--- config.mk ---
export PLATFORM = sky130hd
export DESIGN_NAME = seg_scan_driver
export DESIGN_NICKNAME = d
export VERILOG_FILES = /design/src/rtl/seg_scan_driver_pkg.sv /design/src/rtl/seg_hex_decode.sv /design/src/rtl/seg_scan_driver.sv
export SDC_FILE = /design/constraint.sdc
export NUM_CORES = 1
export LEC_CHECK = 0
export CELL_PAD_IN_SITES_DETAIL_PLACEMENT = 1
export CELL_PAD_IN_SITES_GLOBAL_PLACEMENT = 1
export CORE_ASPECT_RATIO = 0.75
export CORE_MARGIN = 5
export CORE_UTILIZATION = 41
export DETAILED_ROUTE_END_ITERATION = 10
export PLACE_DENSITY_LB_ADDON = 0.1
export SETUP_SLACK_MARGIN = 0.05
export SKIP_LAST_GASP = 1
export SLEW_MARGIN = 25
export SYNTH_ARGS = -nofsm -noshare
export SYNTH_HDL_FRONTEND = slang
export SYNTH_SLANG_ARGS = --single-unit
--- constraint.sdc ---
create_clock -name clk -period 3.93 [get_ports clk]
set_clock_uncertainty 0.05 [all_clocks]
set_input_delay 0.9825 -clock clk [delete_from_list [all_inputs] [get_ports clk]]
set_output_delay 0.9825 -clock clk [all_outputs]
set_load 0.05 [all_outputs]
--- src/rtl/seg_scan_driver_pkg.sv ---
// Shared seven-segment constants and pin-polarity helper for the display blocks.
// Patterns are active-high, bit 0 = segment a through bit 6 = segment g.
package seg_scan_driver_pkg;

    localparam logic [6:0] SEG_HEX [16] = '{
        7'h3F, 7'h06, 7'h5B, 7'h4F, 7'h66, 7'h6D, 7'h7D, 7'h07,
        7'h7F, 7'h6F, 7'h77, 7'h7C, 7'h39, 7'h5E, 7'h79, 7'h71
    };

    // Maps an active-high bundle onto the pin level of the board.
    function automatic logic [7:0] apply_polarity(input logic active_low, input logic [7:0] bits_in);
        logic [7:0] pins;
        if (active_low) begin
            pins = ~bits_in;
        end else begin
            pins = bits_in;
        end
        return pins;
    endfunction

endpackage

--- src/rtl/seg_hex_decode.sv ---
// Combinational hex nibble to active-high seven-segment pattern.
module seg_hex_decode
    import seg_scan_driver_pkg::*;
(
    input  logic [3:0] nibble,
    output logic [6:0] pattern
);

    // Table lookup covers the full 0-F range, so no fallback is needed.
    always_comb begin
        pattern = SEG_HEX[nibble];
    end

endmodule

--- src/rtl/seg_scan_driver.sv ---
// Multiplexed seven-segment scan driver: shadow/frame buffering, per-slot dead time,
// PWM brightness and leading-zero blanking, with all pins driven from flops.
module seg_scan_driver
    import seg_scan_driver_pkg::*;
#(
    parameter int CLK_HZ       = 12_000_000,
    parameter int DIGITS       = 4,
    parameter int REFRESH_HZ   = 1000,
    parameter int BLANK_CYCLES = 16,
    parameter int BRIGHT_W     = 4,
    parameter int COM_ANODE    = 1
) (
    input  logic                  clk,
    input  logic                  rst_n,
    input  logic [4*DIGITS-1:0]   value,
    input  logic [DIGITS-1:0]     dp,
    input  logic [DIGITS-1:0]     digit_en,
    input  logic                  lz_suppress,
    input  logic [BRIGHT_W-1:0]   brightness,
    input  logic                  load,
    output logic [6:0]            seg,
    output logic                  seg_dp,
    output logic [DIGITS-1:0]     com,
    output logic                  frame_done
);

    localparam int SLOT_LEN = CLK_HZ / (REFRESH_HZ * DIGITS);
    localparam int PH_W     = (SLOT_LEN > 1) ? $clog2(SLOT_LEN) : 1;
    localparam int SL_W     = (DIGITS > 1) ? $clog2(DIGITS) : 1;

    localparam logic [PH_W-1:0]   PH_LAST        = PH_W'(SLOT_LEN - 1);
    localparam logic [PH_W-1:0]   PH_BLANK       = PH_W'(BLANK_CYCLES);
    localparam logic [SL_W-1:0]   SL_LAST        = SL_W'(DIGITS - 1);
    localparam logic              SEG_ACTIVE_LOW = (COM_ANODE != 0) ? 1'b1 : 1'b0;
    localparam logic [7:0]        SEG_IDLE       = apply_polarity(SEG_ACTIVE_LOW, 8'h00);
    localparam logic [DIGITS-1:0] COM_IDLE       = SEG_ACTIVE_LOW ? {DIGITS{1'b0}} : {DIGITS{1'b1}};

    if (SLOT_LEN < BLANK_CYCLES + 1) begin : g_slot_too_short
        $error("seg_scan_driver: slot of %0d cycles cannot hold %0d dead cycles plus an on-cycle",
               SLOT_LEN, BLANK_CYCLES);
    end
    if ((DIGITS < 1) || (DIGITS > 8)) begin : g_digits_range
        $error("seg_scan_driver: DIGITS=%0d outside 1..8", DIGITS);
    end

    logic [PH_W-1:0]     phase_q, phase_d;
    logic [SL_W-1:0]     slot_q, slot_d;
    logic [BRIGHT_W-1:0] pwm_q, pwm_d;
    logic [4*DIGITS-1:0] shadow_value_q, shadow_value_d, frame_value_q, frame_value_d;
    logic [DIGITS-1:0]   shadow_dp_q, shadow_dp_d, frame_dp_q, frame_dp_d;
    logic [DIGITS-1:0]   shadow_en_q, shadow_en_d, frame_en_q, frame_en_d;
    logic [6:0]          seg_q, seg_d;
    logic                seg_dp_q, seg_dp_d;
    logic [DIGITS-1:0]   com_q, com_d;
    logic                frame_done_q, frame_done_d;

    logic                boundary_s;
    logic [3:0]          nibble_s;
    logic [6:0]          pattern_s;
    logic [DIGITS-1:0]   lz_mask_s;
    logic                lit_s;
    logic                digit_dp_s;
    logic                digit_lz_s;
    logic [6:0]          seg_act_s;
    logic                dp_act_s;
    logic [DIGITS-1:0]   com_act_s;
    logic [7:0]          seg_pins_s;

    seg_hex_decode u_hex_decode (
        .nibble  (nibble_s),
        .pattern (pattern_s)
    );

    // Scan counters; the PWM count restarts so it reads 0 on the first on-cycle of each slot.
    always_comb begin
        boundary_s = (slot_q == {SL_W{1'b0}}) && (phase_q == {PH_W{1'b0}});
        if (phase_q == PH_LAST) begin
            phase_d = {PH_W{1'b0}};
            if (slot_q == SL_LAST) begin
                slot_d = {SL_W{1'b0}};
            end else begin
                slot_d = slot_q + SL_W'(1);
            end
        end else begin
            phase_d = phase_q + PH_W'(1);
            slot_d  = slot_q;
        end
        if (phase_d <= PH_BLANK) begin
            pwm_d = {BRIGHT_W{1'b0}};
        end else begin
            pwm_d = pwm_q + BRIGHT_W'(1);
        end
    end

    // Shadow capture and frame-boundary transfer; a load on the boundary bypasses the shadow.
    always_comb begin
        if (load) begin
            shadow_value_d = value;
            shadow_dp_d    = dp;
            shadow_en_d    = digit_en;
        end else begin
            shadow_value_d = shadow_value_q;
            shadow_dp_d    = shadow_dp_q;
            shadow_en_d    = shadow_en_q;
        end
        if (boundary_s && load) begin
            frame_value_d = value;
            frame_dp_d    = dp;
            frame_en_d    = digit_en;
        end else if (boundary_s) begin
            frame_value_d = shadow_value_q;
            frame_dp_d    = shadow_dp_q;
            frame_en_d    = shadow_en_q;
        end else begin
            frame_value_d = frame_value_q;
            frame_dp_d    = frame_dp_q;
            frame_en_d    = frame_en_q;
        end
    end

    // Leading-zero mask scanned from the top digit down; digit 0 always stays visible.
    always_comb begin : lz_mask_proc
        logic higher_zero;
        higher_zero = 1'b1;
        lz_mask_s   = {DIGITS{1'b0}};
        for (int i = DIGITS - 1; i >= 0; i--) begin
            higher_zero = higher_zero && (frame_value_d[4*i +: 4] == 4'h0);
            if (i != 0) begin
                lz_mask_s[i] = lz_suppress && higher_zero;
            end else begin
                lz_mask_s[i] = 1'b0;
            end
        end
        nibble_s = frame_value_d[{slot_q, 2'b00} +: 4];
    end

    // Next pin values: dark during dead time, PWM-off cycles, disabled or suppressed digits.
    always_comb begin
        digit_dp_s = frame_dp_d[slot_q];
        digit_lz_s = lz_mask_s[slot_q];
        lit_s      = (phase_q >= PH_BLANK) && (pwm_q <= brightness) && frame_en_d[slot_q]
                     && (!digit_lz_s || digit_dp_s);
        com_act_s  = {DIGITS{1'b0}};
        seg_act_s  = 7'h00;
        dp_act_s   = 1'b0;
        if (lit_s) begin
            com_act_s[slot_q] = 1'b1;
            dp_act_s          = digit_dp_s;
            if (digit_lz_s) begin
                seg_act_s = 7'h00;
            end else begin
                seg_act_s = pattern_s;
            end
        end else begin
            com_act_s = {DIGITS{1'b0}};
        end
        seg_pins_s = apply_polarity(SEG_ACTIVE_LOW, {dp_act_s, seg_act_s});
        seg_d      = seg_pins_s[6:0];
        seg_dp_d   = seg_pins_s[7];
        if (SEG_ACTIVE_LOW) begin
            com_d = com_act_s;
        end else begin
            com_d = ~com_act_s;
        end
        frame_done_d = (slot_q == SL_LAST) && (phase_q == PH_LAST);
    end

    // State and output registers.
    always_ff @(posedge clk or negedge rst_n) begin
        if (!rst_n) begin
            phase_q        <= {PH_W{1'b0}};
            slot_q         <= {SL_W{1'b0}};
            pwm_q          <= {BRIGHT_W{1'b0}};
            shadow_value_q <= {(4*DIGITS){1'b0}};
            shadow_dp_q    <= {DIGITS{1'b0}};
            shadow_en_q    <= {DIGITS{1'b0}};
            frame_value_q  <= {(4*DIGITS){1'b0}};
            frame_dp_q     <= {DIGITS{1'b0}};
            frame_en_q     <= {DIGITS{1'b0}};
            seg_q          <= SEG_IDLE[6:0];
            seg_dp_q       <= SEG_IDLE[7];
            com_q          <= COM_IDLE;
            frame_done_q   <= 1'b0;
        end else begin
            phase_q        <= phase_d;
            slot_q         <= slot_d;
            pwm_q          <= pwm_d;
            shadow_value_q <= shadow_value_d;
            shadow_dp_q    <= shadow_dp_d;
            shadow_en_q    <= shadow_en_d;
            frame_value_q  <= frame_value_d;
            frame_dp_q     <= frame_dp_d;
            frame_en_q     <= frame_en_d;
            seg_q          <= seg_d;
            seg_dp_q       <= seg_dp_d;
            com_q          <= com_d;
            frame_done_q   <= frame_done_d;
        end
    end

    assign seg        = seg_q;
    assign seg_dp     = seg_dp_q;
    assign com        = com_q;
    assign frame_done = frame_done_q;

endmodule

== After elaboration in Yosys (flattened, before gate mapping) ==
Memories as Yosys holds them, arrays and structs flattened.
Cells that the tools add are included.

* Memory bits (read-only): 112
* Logic and storage cells: 70
* Flip-flop bits (word level): 79
* Memories kept: 1
* Output and inout bits: 13
* Input port bits: 32

{| class="wikitable"
|+ Memories
! memory !! depth !! width !! rd ports !! clocked after memory_dff !! wr ports !! RTL line !! text
|-
| (name not given) || 16 || 7 || 1 || 0 || 0 || seg_hex_decode.sv:11 || <nowiki>pattern = SEG_HEX[nibble];</nowiki>
|}

* $lt $le $gt $ge: 6
* Reductions and logical operators: 19
* $add $sub $neg: 3
* Eq/ne operators: 2
* Bitwise operators: 2
* Multiplexer cells: 23
* Shifts and indexed selects: 1

{| class="wikitable"
|+ Operator list
! operator !! number
|-
| 16-bit two-way mux || 2
|-
| 7-bit two-way mux || 4
|-
| 4-bit two-way mux || 6
|-
| 16-bit by 5-bit variable part select with 4-bit output || 1
|-
| 12-bit by 1-bit adder with 12-bit output (second input constant) || 1
|-
| 12-bit == test (second input constant) || 1
|-
| 12-bit by 5-bit greater-or-equal comparator with 1-bit output (second input constant) || 1
|-
| 12-bit by 5-bit less-or-equal comparator with 1-bit output (second input constant) || 1
|-
| 1-bit logical AND || 12
|-
| 12-bit zero test || 1
|-
| 4-bit zero test || 3
|-
| 12-bit two-way mux || 1
|-
| 8-bit inverter || 1
|-
| 1-bit binary-select mux with 2-bit select || 3
|-
| 5-bit greater-or-equal comparator (second input constant) || 1
|-
| 1-bit two-way mux || 5
|-
| 4-bit inverter with 5-bit output || 1
|-
| 4-bit by 1-bit adder with 4-bit output (second input constant) || 1
|-
| 4-bit less-or-equal comparator || 1
|-
| 2-bit by 3-bit < comparator with 1-bit output (second input constant) || 1
|-
| 2-bit by 1-bit adder with 2-bit output (second input constant) || 1
|-
| 1-bit demux with 2-bit select || 1
|-
| 2-bit == test (second input constant) || 1
|-
| 2-bit by 1-bit greater-or-equal comparator with 1-bit output (second input constant) || 1
|-
| other kinds (4) || 4
|}

== Longest topological paths before layout ==
* Depth after elaboration: 15
* Gate-level depth with buffers: 15

== By module ==
A second synthesis with hierarchy kept.

* Cell total of the unflattened synthesis: 322
* Area total of the unflattened synthesis: 3,903.7 µm²

{| class="wikitable"
|+ Modules (own cells, without submodules)
! module !! cells an instance !! times used !! area an instance (µm²) !! sequential area each (µm²)
|-
| seg_scan_driver || 289 || 1 || 3,616.0 || 1,986.9
|-
| seg_hex_decode || 33 || 1 || 287.8 || 0.0
|}

== Worst setup path before layout ==
Ideal clock, no wire load.

* Path type: input to register
* Start: input load
* End: register seg_q[0] (netlist: seg[0])
* Arrival: 3.613 ns
* Slack: 0.183 ns
* Cell stages on the path: 9
* Required time: 3.796 ns
* Path through: clkbuf_1 -> buf_1 -> mux2_2 -> mux2_2 -> mux4_2 -> ha_1 -> or3b_2 -> o31ai_1 -> o21bai_1

* Longest elaborated chain between the ends: 13
* Elaborated cells between the ends (all ways): 30

{| class="wikitable"
|+ RTL lines
! what !! RTL line !! text
|-
| start: declaration || seg_scan_driver.sv:20 || <nowiki>input logic load,</nowiki>
|-
| 1-bit logical AND * || seg_scan_driver.sv:106 || <nowiki>if (boundary_s && load) begin</nowiki>
|-
| 16-bit two-way mux * || seg_scan_driver.sv:106 ||
|-
| via frame_value_d[13] || seg_scan_driver.sv:49 || <nowiki>logic [4*DIGITS-1:0] shadow_value_q, shadow_value_d, frame_value_q, frame_value_d;</nowiki>
|-
| branches (longest 9 deep; another with memory read 16 x 7 bit) || n/a ||
|-
| 7-bit two-way mux * || seg_scan_driver.sv:146 || <nowiki>if (lit_s) begin</nowiki>
|-
| 8-bit inverter * || seg_scan_driver_pkg.sv:14 || <nowiki>pins = ~bits_in;</nowiki>
|-
| via seg_pins_s[0] || seg_scan_driver.sv:67 || <nowiki>logic [7:0] seg_pins_s;</nowiki>
|-
| end signal: assignment || seg_scan_driver.sv:180 || <nowiki>seg_q <= SEG_IDLE[6:0];</nowiki>
|-
| end signal: assignment || seg_scan_driver.sv:194 || <nowiki>seg_q <= seg_d;</nowiki>
|-
| end: declaration || seg_scan_driver.sv:52 || <nowiki>logic [6:0] seg_q, seg_d;</nowiki>
|}

Mark *: on every way through the listed nets, which the timed path passes. The select of a mux whose other input is x is not followed.
A chain may end at the register's enable or synchronous reset.

== Worst setup path in the final report ==
* Start: input load
* End: register seg_q[5] (netlist: seg[5])

* Longest elaborated chain between the ends: 13
* Elaborated cells between the ends (all ways): 30

{| class="wikitable"
|+ RTL lines
! what !! RTL line
|-
| 1-bit logical AND * || seg_scan_driver.sv:106
|-
| branches (longest 10 deep; another with memory read 16 x 7 bit) || n/a
|-
| 7-bit two-way mux * || seg_scan_driver.sv:146
|-
| 8-bit inverter * || seg_scan_driver_pkg.sv:14
|-
| via seg_pins_s[5] || seg_scan_driver.sv:67
|}

Marked as above.

==> results.sh <==
export IMPL_fp_dieH_um=94.5
export IMPL_hold_violations=0
export IMPL_overflow=0
export IMPL_antenna_left=0
export IMPL_fin_area_um2=4850
export IMPL_numCtsBuffers=9
export IMPL_maxCapViolCount=0
export IMPL_cts_resized=0
export IMPL_clk_latency_ns=0.33
export IMPL_dr_wl_met3_um=395
export IMPL_status="finished clean"
export IMPL_drt_met1_wl_um=4410
export IMPL_grt_max_degree=80
export IMPL_dp_cells=504
export IMPL_ys_flop_type="dfrtp_1"
export IMPL_drtIter0Drc=157
export IMPL_drive_above_1_share=0.240
export IMPL_cp_end_kind="flop"
export IMPL_wl_per_cell_um=18.0
export IMPL_synth_area_top_cells="dfrtp_1, mux2_2, ha_1"
export IMPL_cts_hold_buf=0
export IMPL_setup_viol=0
export IMPL_core_region_area_um2=9160
export IMPL_gp_congestion=0.838
export IMPL_setup_ws_ns=0.376
export IMPL_fin_cells=520
export IMPL_layout_nets=436
export IMPL_syn_num_nets=380
export IMPL_clock_path_buffers=2
export IMPL_crit_path_start_kind="input pin"
export IMPL_min_path_type="reg2reg"
export IMPL_ys_ff_latch=79
export IMPL_grt_pass1_vias=2993
export IMPL_slew_viol_final=0
export IMPL_synthArstFlopShare=1.00
export IMPL_yosysSeqAreaShare=0.510
export IMPL_power_uw=1970
export IMPL_rows=30
export IMPL_route_detailed_drc=0
export IMPL_yosys_top_cells_count="dfrtp_1, mux2_2, nor2_1"
export IMPL_tightest_slew_ns=0.720
export IMPL_period_minus_slack_ns=3.55
export IMPL_area_growth_pct=24.3
export IMPL_die_w_um=123
export IMPL_cts_root_buf="clkbuf_16"
export IMPL_vias_per_cell=5.35
export IMPL_syn_inst=331
export IMPL_dp_slack_ns=0.0183
export IMPL_worst_path_max_fanout=11
export IMPL_power_density_nw_per_um2=407
export IMPL_avgSynthCellArea_um2=11.8
export IMPL_required_ns=4.14
export IMPL_clkSinkCount=79
export IMPL_drt_first_pass_iters=4
export IMPL_p_leak_uw=0.00215
export IMPL_tritoncts="built"
export IMPL_boundaryPins=45
export IMPL_rsz0062_at_grt="false"
export IMPL_netlist_area_um2=3900
export IMPL_cts_setup_buffers=0
export IMPL_ir_worst_vdd_v=0.000209
export IMPL_post_dp_hpwl_um=6620
export IMPL_vias=2780
export IMPL_synth_top_area_share=0.456
export IMPL_yosysWarnings=0
export IMPL_path_class="in2reg"
export IMPL_dieArea_um2=11600
export IMPL_io_buffers=44
export IMPL_clk_pin_slew_ns=0.06
export IMPL_placed_area_um2=4540
export IMPL_wl_met2_um=4390
export IMPL_diodes=0
export IMPL_max_slew_margin=0.520
export IMPL_critPathArrivalTime_ns=3.76
export IMPL_groute_usage_overall=0.175
export IMPL_slowest_delay_ns=0.46
export IMPL_crit_top_cell="buf_4"
export IMPL_fin_setup_tns_ns=0
export IMPL_synth_most_common_cell="dfrtp_1"
export IMPL_path_cells="clkdlybuf4s50_1, buf_4, buf_4, mux2_2, nor4_1, nor4_1, nor4_4, buf_4, mux2i_1, o22ai_1, or2_2"
export IMPL_synth_area_leader_cell="dfrtp_1"
export IMPL_max_freq_mhz=281
export IMPL_top_layer_used="met4"
export IMPL_fin_crit_sh=0.904
export IMPL_finalWirelength_um=9370
export IMPL_ys_types=51
export IMPL_htreeDepth=3
export IMPL_nFillCells=982
export IMPL_synth_edf_count=0
export IMPL_grt_antenna_before_repair=0
export IMPL_grt_pass1_wl_um=15600
export IMPL_start_util=0.426
export IMPL_slowest_stage="clkdlybuf4s50_1"
## cell type report
type	instances	area [um^2]	area share
Sequential cell	79	1990	0.410
Multi-Input combinational cell	217	1750	0.362
Clock buffer	13	260	0.0537
Timing Repair Buffer	62	577	0.119
Clock inverter	3	42.5	0.00878
Inverter	18	67.6	0.0139
Tap cell	128	160	0.0330
## critical path: cells and delay by family
kind	cells	cell delay (ns)
AND/OR/NAND/NOR	4	1.05
buffers and inverters	4	1.04
multiplexers	2	0.58
AO/OA/AOI/OAI	1	0.10
## power breakdown
group	internal, uW	switching (uW)	leakage, uW
clock	526	313	0.000146
combinational	115	130	0.00104
sequential	871	16.8	0.000961
## metal layers
metal,global-route usage,vias up
li1,-,1292
met1,0.232,1414
met2,0.280,59
met3,0.0455,15
met4,0.0596,0
met5,0,-
## layout by cell type, fill, tap and decap left out, drive strengths merged, types with 2 or more instances in the layout
master and instances:
a311o 3, dfstp 8, ha 17, mux2i 8
a211oi 4, nand3 8, nand4 2, nor4 14
or4 3, o31ai 2, o21ai 5, nor3 10
nand2 15, mux2 39, clkdlybuf4s50 43, a31oi 6
xnor2 3, clkbuf 13, o22ai 2, nor2b 6
dfrtp 71, a21oi 2, o21a 3, or2 5
nor2 29, xor2 8, buf 19, mux4 4
a22oi 4, inv 18, or3 2
## per-stage QoR
| stage | hold slack [ns] | util |
|---|---|---|
| after detailed placement | 0.434 | 0.496 |
| after global routing | 0.453 | 0.529 |
| final | 0.443 | 0.529 |
| after CTS | 0.447 | 0.529 |
| after global placement | 0.427 | 0.496 |
| after floorplan | 0.395 | - |
## path summary, 6_finish.rpt
kind / from / end / slack, ns / cells past startpoint
worst min-delay path: frame_dp_q[1] / frame_dp_q[1] / 0.44 / 1
worst max-delay path: load / seg[5] / 0.38 / 11
max in group asynchronous: rst_n / phase_q[4] / 2.71 / 1
worst max register to register: slot_q[1] / seg[0] / 0.48 / 11
min in group asynchronous: rst_n / frame_dp_q[2] / 0.63 / 1
worst min register to register: frame_dp_q[1] / frame_dp_q[1] / 0.44 / 1
## cells by family after synthesis
kind of cell | synth area share
xor+xnor | 0.0247
compound gates | 0.0712
mux | 0.156
fa+ha+maj | 0.0546
buf+inv | 0.0408
flops | 0.510
simple gates | 0.143
## flip-flops by register name, summed over array words and instances (netlist names)
register / cells
frame_done: 1
frame_dp_q: 4
shadow_dp_q: 4
shadow_value_q: 16
phase_q: 12
slot_q: 2
shadow_en_q: 4
seg: 7
pwm_q: 4
frame_value_q: 16
frame_en_q: 4
com: 4
seg_dp: 1
No activity file was read; power rests on OpenSTA's default activity.
